**config.mk**
```make
export PLATFORM = sky130hd
export DESIGN_NAME = divu_hilo
export DESIGN_NICKNAME = d
export VERILOG_FILES = /design/src/rtl/divu_hilo.sv
export SDC_FILE = /design/constraint.sdc
export NUM_CORES = 1
export LEC_CHECK = 0
export ABC_AREA = 0
export BUFFER_PORTS_ARGS = -buffer_cell sky130_fd_sc_hd__buf_2
export CAP_MARGIN = 10
export CORE_MARGIN = 8
export CORE_UTILIZATION = 59
export CTS_BUF_LIST = sky130_fd_sc_hd__clkbuf_4
export CTS_CLUSTER_SIZE = 20
export DETAILED_ROUTE_END_ITERATION = 16
export HOLD_SLACK_MARGIN = 0.12
export PLACE_DENSITY_LB_ADDON = 0.2
export SYNTH_ARGS = -nofsm -noshare
export SYNTH_HDL_FRONTEND = slang
export SYNTH_SLANG_ARGS = --single-unit
```
**constraint.sdc**
```tcl
create_clock -name clk -period 3.9 [get_ports clk]
set_clock_uncertainty 0.2 [all_clocks]
set_input_delay 0.585 -clock clk [delete_from_list [all_inputs] [get_ports clk]]
set_output_delay 0.585 -clock clk [all_outputs]
set_load 0.01 [all_outputs]
```
**src/rtl/divu_hilo.sv**
```systemverilog
// -----------------------------------------------------------------------------
// divu_hilo
//   Multi-cycle unsigned divider feeding the HI/LO result registers of the ALU.
//   A DIVU function code seen in IDLE latches the operands. The quotient and
//   remainder are then produced by restoring shift-subtract, one bit per cycle.
//   The remainder is published on HiOut and the quotient on LoOut. The
//   downstream result-select mux reads them on MFHI/MFLO.
//
//   Optional feature macro: DIVU_ZERO_FAST_EN
//     defined   : divide-by-zero completes in one cycle (IDLE -> DONE directly).
//     undefined : divide-by-zero runs the full WIDTH iterations and produces the
//                 same HiOut = dividend, LoOut = all-ones result.
//
// Ports
//   clk     in   rising-edge clock
//   reset   in   synchronous active-low reset
//   dataA   in   dividend (unsigned), sampled on the start edge only
//   dataB   in   divisor  (unsigned), sampled on the start edge only
//   Signal  in   6-bit function code; only DIVU has an effect here
//   HiOut   out  remainder of the last completed division (registered)
//   LoOut   out  quotient of the last completed division (registered)
//   busy    out  high while iterating (RUN)
//   done    out  high while in DONE; cleared once Signal leaves DIVU
// -----------------------------------------------------------------------------
module divu_hilo #(
    parameter logic [5:0] DIVU  = 6'b011011,
    parameter int         WIDTH = 32
) (
    input  logic             clk,
    input  logic             reset,
    input  logic [WIDTH-1:0] dataA,
    input  logic [WIDTH-1:0] dataB,
    input  logic [5:0]       Signal,
    output logic [WIDTH-1:0] HiOut,
    output logic [WIDTH-1:0] LoOut,
    output logic             busy,
    output logic             done
);

    localparam int CW = $clog2(WIDTH);

    typedef enum logic [1:0] {
        IDLE = 2'd0,
        RUN  = 2'd1,
        DONE = 2'd2
    } state_t;

    state_t           state_q;
    logic [WIDTH-1:0] r_q;      // partial remainder (always < divisor)
    logic [WIDTH-1:0] q_q;      // dividend shifting out / quotient shifting in
    logic [WIDTH-1:0] d_q;      // latched divisor
    logic [CW-1:0]    cnt_q;    // iteration counter
    logic [WIDTH-1:0] hi_q;
    logic [WIDTH-1:0] lo_q;
    logic             busy_q;
    logic             done_q;

    logic [WIDTH:0]   r_shift;
    logic [WIDTH:0]   diff;
    logic             fit;
    logic [WIDTH-1:0] r_d;
    logic [WIDTH-1:0] q_d;
    logic             last;
    logic             zero_fast;

    // One restoring-division step.
    // r_shift is the 33-bit shifted remainder. Because the stored remainder is
    // always below the divisor, r_shift < 2*d. A non-negative difference
    // therefore always fits in WIDTH bits. The borrow bit (diff MSB) is then
    // exactly the complement of (r_shift >= {1'b0, d}).
    always_comb begin
        r_shift = {r_q, q_q[WIDTH-1]};
        diff    = r_shift - {1'b0, d_q};
        fit     = ~diff[WIDTH];
        r_d     = fit ? diff[WIDTH-1:0] : r_shift[WIDTH-1:0];
        q_d     = {q_q[WIDTH-2:0], fit};
    end

    assign last = (cnt_q == CW'(WIDTH - 1));

`ifdef DIVU_ZERO_FAST_EN
    assign zero_fast = (dataB == '0);
`else
    assign zero_fast = 1'b0;
`endif

    always_ff @(posedge clk) begin
        if (!reset) begin
            state_q <= IDLE;
            r_q     <= '0;
            q_q     <= '0;
            d_q     <= '0;
            cnt_q   <= '0;
            hi_q    <= '0;
            lo_q    <= '0;
            busy_q  <= 1'b0;
            done_q  <= 1'b0;
        end else begin
            case (state_q)
                IDLE: begin
                    if (Signal == DIVU) begin
                        if (zero_fast) begin
                            // Short-circuit: the full loop would give the same result.
                            hi_q    <= dataA;
                            lo_q    <= '1;
                            done_q  <= 1'b1;
                            state_q <= DONE;
                        end else begin
                            q_q     <= dataA;
                            d_q     <= dataB;
                            r_q     <= '0;
                            cnt_q   <= '0;
                            busy_q  <= 1'b1;
                            state_q <= RUN;
                        end
                    end
                end

                RUN: begin
                    r_q   <= r_d;
                    q_q   <= q_d;
                    cnt_q <= cnt_q + 1'b1;
                    if (last) begin
                        // Results are published only on the completing edge. An
                        // MFHI/MFLO issued mid-run still sees the prior result.
                        hi_q    <= r_d;
                        lo_q    <= q_d;
                        busy_q  <= 1'b0;
                        done_q  <= 1'b1;
                        state_q <= DONE;
                    end
                end

                DONE: begin
                    // A held DIVU code parks here and does not retrigger.
                    if (Signal != DIVU) begin
                        done_q  <= 1'b0;
                        state_q <= IDLE;
                    end
                end

                default: begin
                    busy_q  <= 1'b0;
                    done_q  <= 1'b0;
                    state_q <= IDLE;
                end
            endcase
        end
    end

    assign HiOut = hi_q;
    assign LoOut = lo_q;
    assign busy  = busy_q;
    assign done  = done_q;

endmodule

```
==> results by stage <==
Outcome:
- The flow ran to the end, and the final reports show no timing, DRC or antenna violations.

Timing:
- The final-report setup violation count is 0.
- Setup repair after global routing left no endpoint under its margin.
- The final max-slew violation count was 0.
- The post-layout minimum cycle time is 3.64 ns.
- The final hold violation count is 0.
- The final period utilization is 0.935.
- The final worst-path setup slack is 0.255 ns.
- The highest clock rate is 274 MHz.
- The slew at the pin closest to its max-slew limit is 0.982 ns.
- The max-slew headroom at the worst pin is 0.344.
- For the final routed database, the setup TNS stands at 0 ns.

Global route:
- Summed over all layers, the global routing overflow is 0.
- The initial antenna violation count was 0.
- The global-route wire length before repair is 36.5 mm.
- The overall fraction of global-route tracks in use is 0.244.
- The via count of the first global-routing pass is 7385.
- The maximum number of pins on one net before global-route repair is 77.

Floorplanning:
- The initial core utilization is 0.597.
- The core region area is 13800 um^2.
- The die is 134 um wide.
- In this run the count of I/O pins placed on the die edge is 138.
- The floorplan die height is 134 um.
- In this run the core area contains 43 standard-cell rows.
- The floorplan step defined a die boundary enclosing 18000 um^2.

Detailed routing:
- The total wirelength of the detailed-routed design is 22.0 mm.
- The wire length per cell after detailed routing is 15.5 um.
- The detailed-router iteration count before antenna repair is 6.
- Dividing the detail-routed via count by the number of cells gives 5.55.
- In the routed design, unresolved DRC markers number 0.
- The detail route stage leaves a number of antenna-violating nets equal to 0.
- The violation count after the first detailed-route iteration is 681.
- The total number of vias is 7888.

Pwr:
- The worst-case IR drop observed on VDD is 208 uV.
- The leakage power figure is 4.17 nW.
- The total power divided by cell area is 318 nW/um^2.
- The completed layout was analyzed and its total power is 0.00314 W.

Finish:
- 0 antenna diodes ended up in the layout.
- The filler cell count is 1157.
- The net count of the finished layout is 1336.
- Compared with the post-synthesis result, the final layout area differs by 20.2%.
- The ratio of cells with drive above 1 in the final layout is 0.161.

Clocking:
- The buffer levels on the longest clock path is 2.
- The number of clock buffers added by TritonCTS is 17.
- The worst-skew pair later-pin latency is 0.56 ns.
- Clock tree synthesis selected as its root buffer the cell sky130_fd_sc_hd__clkbuf_4.
- In this run the number of H-tree levels came out at 4.
- Clock tree synthesis found a total of 169 sinks.
- Clock-pin slew was measured on the worst setup and hold paths at 0.14 ns.
- The TritonCTS clock tree is built.
- The post-cts repair resize count is 0.

Flow run:
- The tool flagged a number of max-cap violations equal to 0.

Critical path:
- The critical register-to-register path startpoint is q_q[31]$_SDFFE_PN0P_.
- The worst setup path is launched from a flip-flop.
- The largest fanout on the critical path is 13.
- Data on the critical path arrives at its endpoint at 3.85 ns.
- The required time at the endpoint of the critical path is 4.10 ns.
- The kind of end point of the critical path is a flip-flop.
- The critical path is of the flip-flop to flip-flop type.
- The source of the critical timing path is q_q[31]$_SDFFE_PN0P_.

Yosys:
- The number of instances in the synthesized netlist is 1061.
- The number of enable-type register cells in the synthesized netlist is 0.
- The share of flip-flops with an asynchronous set or reset is 0.
- The most used flip-flop cell after synthesis is sky130_fd_sc_hd__dfxtp_1.
- A synthesized cell averages 7.75 um^2.
- The cell area after synthesis is 8230 um^2.
- The distinct cell type count after synthesis is 61.
- The sequential share of the synthesized area is 0.411.
- The synthesized design spends more area on one cell type than any other, namely sky130_fd_sc_hd__dfxtp_1.
- The share of the synthesized area in the top cell type is 0.411.
- The total nets after synthesis is 1168.
- By area the synthesized netlist is led by sky130_fd_sc_hd__dfxtp_1, sky130_fd_sc_hd__nand2_1, sky130_fd_sc_hd__a21oi_1.
- The count of yosys warnings during synthesis is 0.
- Counting flops and latches in the post-synthesis netlist gives 169.

Place:
- OpenSTA, run right after detailed placement, puts the worst setup slack at 0.271 ns.
- The number of buffers added on ports is 137.
- The routability-driven placement congestion ratio is 0.901.
- Once detailed placement completed, the half-perimeter wirelength came to 14.8 mm.

Worst hold path:
- The path class of the tightest hold or removal check is input pin to flip-flop.
- The worst hold path begins at dataA[31].
sequential cells by signal, indices dropped and copies added, names as in the netlist, 2 cells and up:
signal   flops
HiOut       32
LoOut       32
cnt_q        5
d_q         32
q_q         32
r_q         32
state_q      2
layer usage:
| layer | track usage | routed length (um) |
|---|---|---|
| met4 | 0.0742 | 348 |
| met2 | 0.389 | 10200 |
| met3 | 0.0464 | 1340 |
| met5 | 0 | 0 |
| met1 | 0.327 | 10100 |
power by group:
group	switching, W	internal (W)	leakage, nW
sequential	0.00000959	0.00174	1.36
clock	0.000629	0.000318	0.137
combinational	0.000241	0.000202	2.67
total	0.000880	0.00226	4.17
kinds of logic (layout without fill, tap and decap cells):
| kind of cell | after synthesis | after routing | synth area share |
|---|---|---|---|
| AND/OR/NAND/NOR | 396 | 396 | 0.199 |
| buffers and inverters | 109 | 288 | 0.0522 |
| AO/OA/AOI/OAI | 303 | 303 | 0.227 |
| multiplexers | 25 | 25 | 0.0316 |
| flip-flops | 169 | 169 | 0.411 |
| XOR/XNOR | 24 | 24 | 0.0256 |
| adder cells (fa/ha/maj) | 35 | 35 | 0.0542 |
area by class of cell:
class                      instances  area (um^2)  share of cell area
clock buffer                      17          128              0.0129
clock inverter                    13          121              0.0123
inverter                          47          178              0.0180
multi-input combinational        783         4440               0.449
sequential                       169         3380               0.342
tap                              180          225              0.0228
timing repair buffer             211         1410               0.143
Yosys cell counts (all sizes together) (6+ instances only):
master / number
o21a: 6
ha: 34
dfxtp: 169
o211ai: 6
inv: 47
a21o: 9
clkbuf: 51
a32oi: 6
nor3: 8
buf: 11
mux2i: 23
nor2: 73
xor2: 10
and3: 9
nand2: 264
xnor2: 14
nand3: 17
a21oi: 126
a211oi: 18
o21ai: 73
a311oi: 30
timing repair:
item	in CTS	in global routing
endpoints found under the hold margin	63	0
buffers inserted	0	0
hold buffers	63	0
metrics by stage:
stage               cells  utilization  cell area [um^2]  hold slack, ns
floorplan            1061            -              8230           0.224
global placement     1327        0.654              9010           0.241
detailed placement   1327        0.654              9010           0.244
CTS                  1420        0.718              9890           0.161
global route         1420        0.718              9890           0.222
finish               1420        0.718              9890           0.195
final timing paths:
check | endpoint | slack (ns) | cells past startpoint
hold reg to reg | LoOut[13]$_SDFFE_PN0P_ | 0.26 | 2
setup reg to reg | r_q[20]$_SDFFE_PN0P_ | 0.26 | 14
hold / removal | q_q[31]$_SDFFE_PN0P_ | 0.20 | 5
setup / recovery | r_q[20]$_SDFFE_PN0P_ | 0.26 | 14
placed cells by master (no fill, tap or decap), types with 6 or more instances in the layout:
master / netlist / layout
sky130_fd_sc_hd__nand2_1: 264 / 264
sky130_fd_sc_hd__dfxtp_1: 169 / 169
sky130_fd_sc_hd__buf_2: 1 / 137
sky130_fd_sc_hd__a21oi_1: 125 / 125
sky130_fd_sc_hd__nor2_1: 72 / 70
sky130_fd_sc_hd__o21ai_0: 67 / 67
sky130_fd_sc_hd__dlygate4sd3_1: 0 / 63
sky130_fd_sc_hd__inv_1: 47 / 46
sky130_fd_sc_hd__ha_1: 34 / 34
sky130_fd_sc_hd__a311oi_1: 30 / 30
sky130_fd_sc_hd__mux2i_1: 23 / 23
sky130_fd_sc_hd__nand3_1: 17 / 17
sky130_fd_sc_hd__clkbuf_4: 0 / 17
sky130_fd_sc_hd__a211oi_1: 16 / 16
sky130_fd_sc_hd__xnor2_1: 14 / 14
sky130_fd_sc_hd__xor2_1: 10 / 10
sky130_fd_sc_hd__buf_4: 1 / 10
sky130_fd_sc_hd__a21o_1: 9 / 9
sky130_fd_sc_hd__and3_1: 9 / 9
sky130_fd_sc_hd__nor3_1: 7 / 7
sky130_fd_sc_hd__a32oi_1: 6 / 6
worst max-delay path, stage by stage (launching register included):
cell and delay [ns]:
sky130_fd_sc_hd__dfxtp_1 0.32, sky130_fd_sc_hd__inv_1 0.08, sky130_fd_sc_hd__ha_1 0.17, sky130_fd_sc_hd__inv_1 0.05
sky130_fd_sc_hd__fa_1 0.41, sky130_fd_sc_hd__a211oi_1 0.22, sky130_fd_sc_hd__o21ai_1 0.16, sky130_fd_sc_hd__o21a_1 0.24
sky130_fd_sc_hd__o211ai_2 0.23, sky130_fd_sc_hd__a21oi_2 0.12, sky130_fd_sc_hd__o21a_2 0.27, sky130_fd_sc_hd__nor2_4 0.33
sky130_fd_sc_hd__buf_4 0.31, sky130_fd_sc_hd__mux2i_1 0.27, sky130_fd_sc_hd__o21ai_0 0.10
Power figures use the tool's default switching activity.
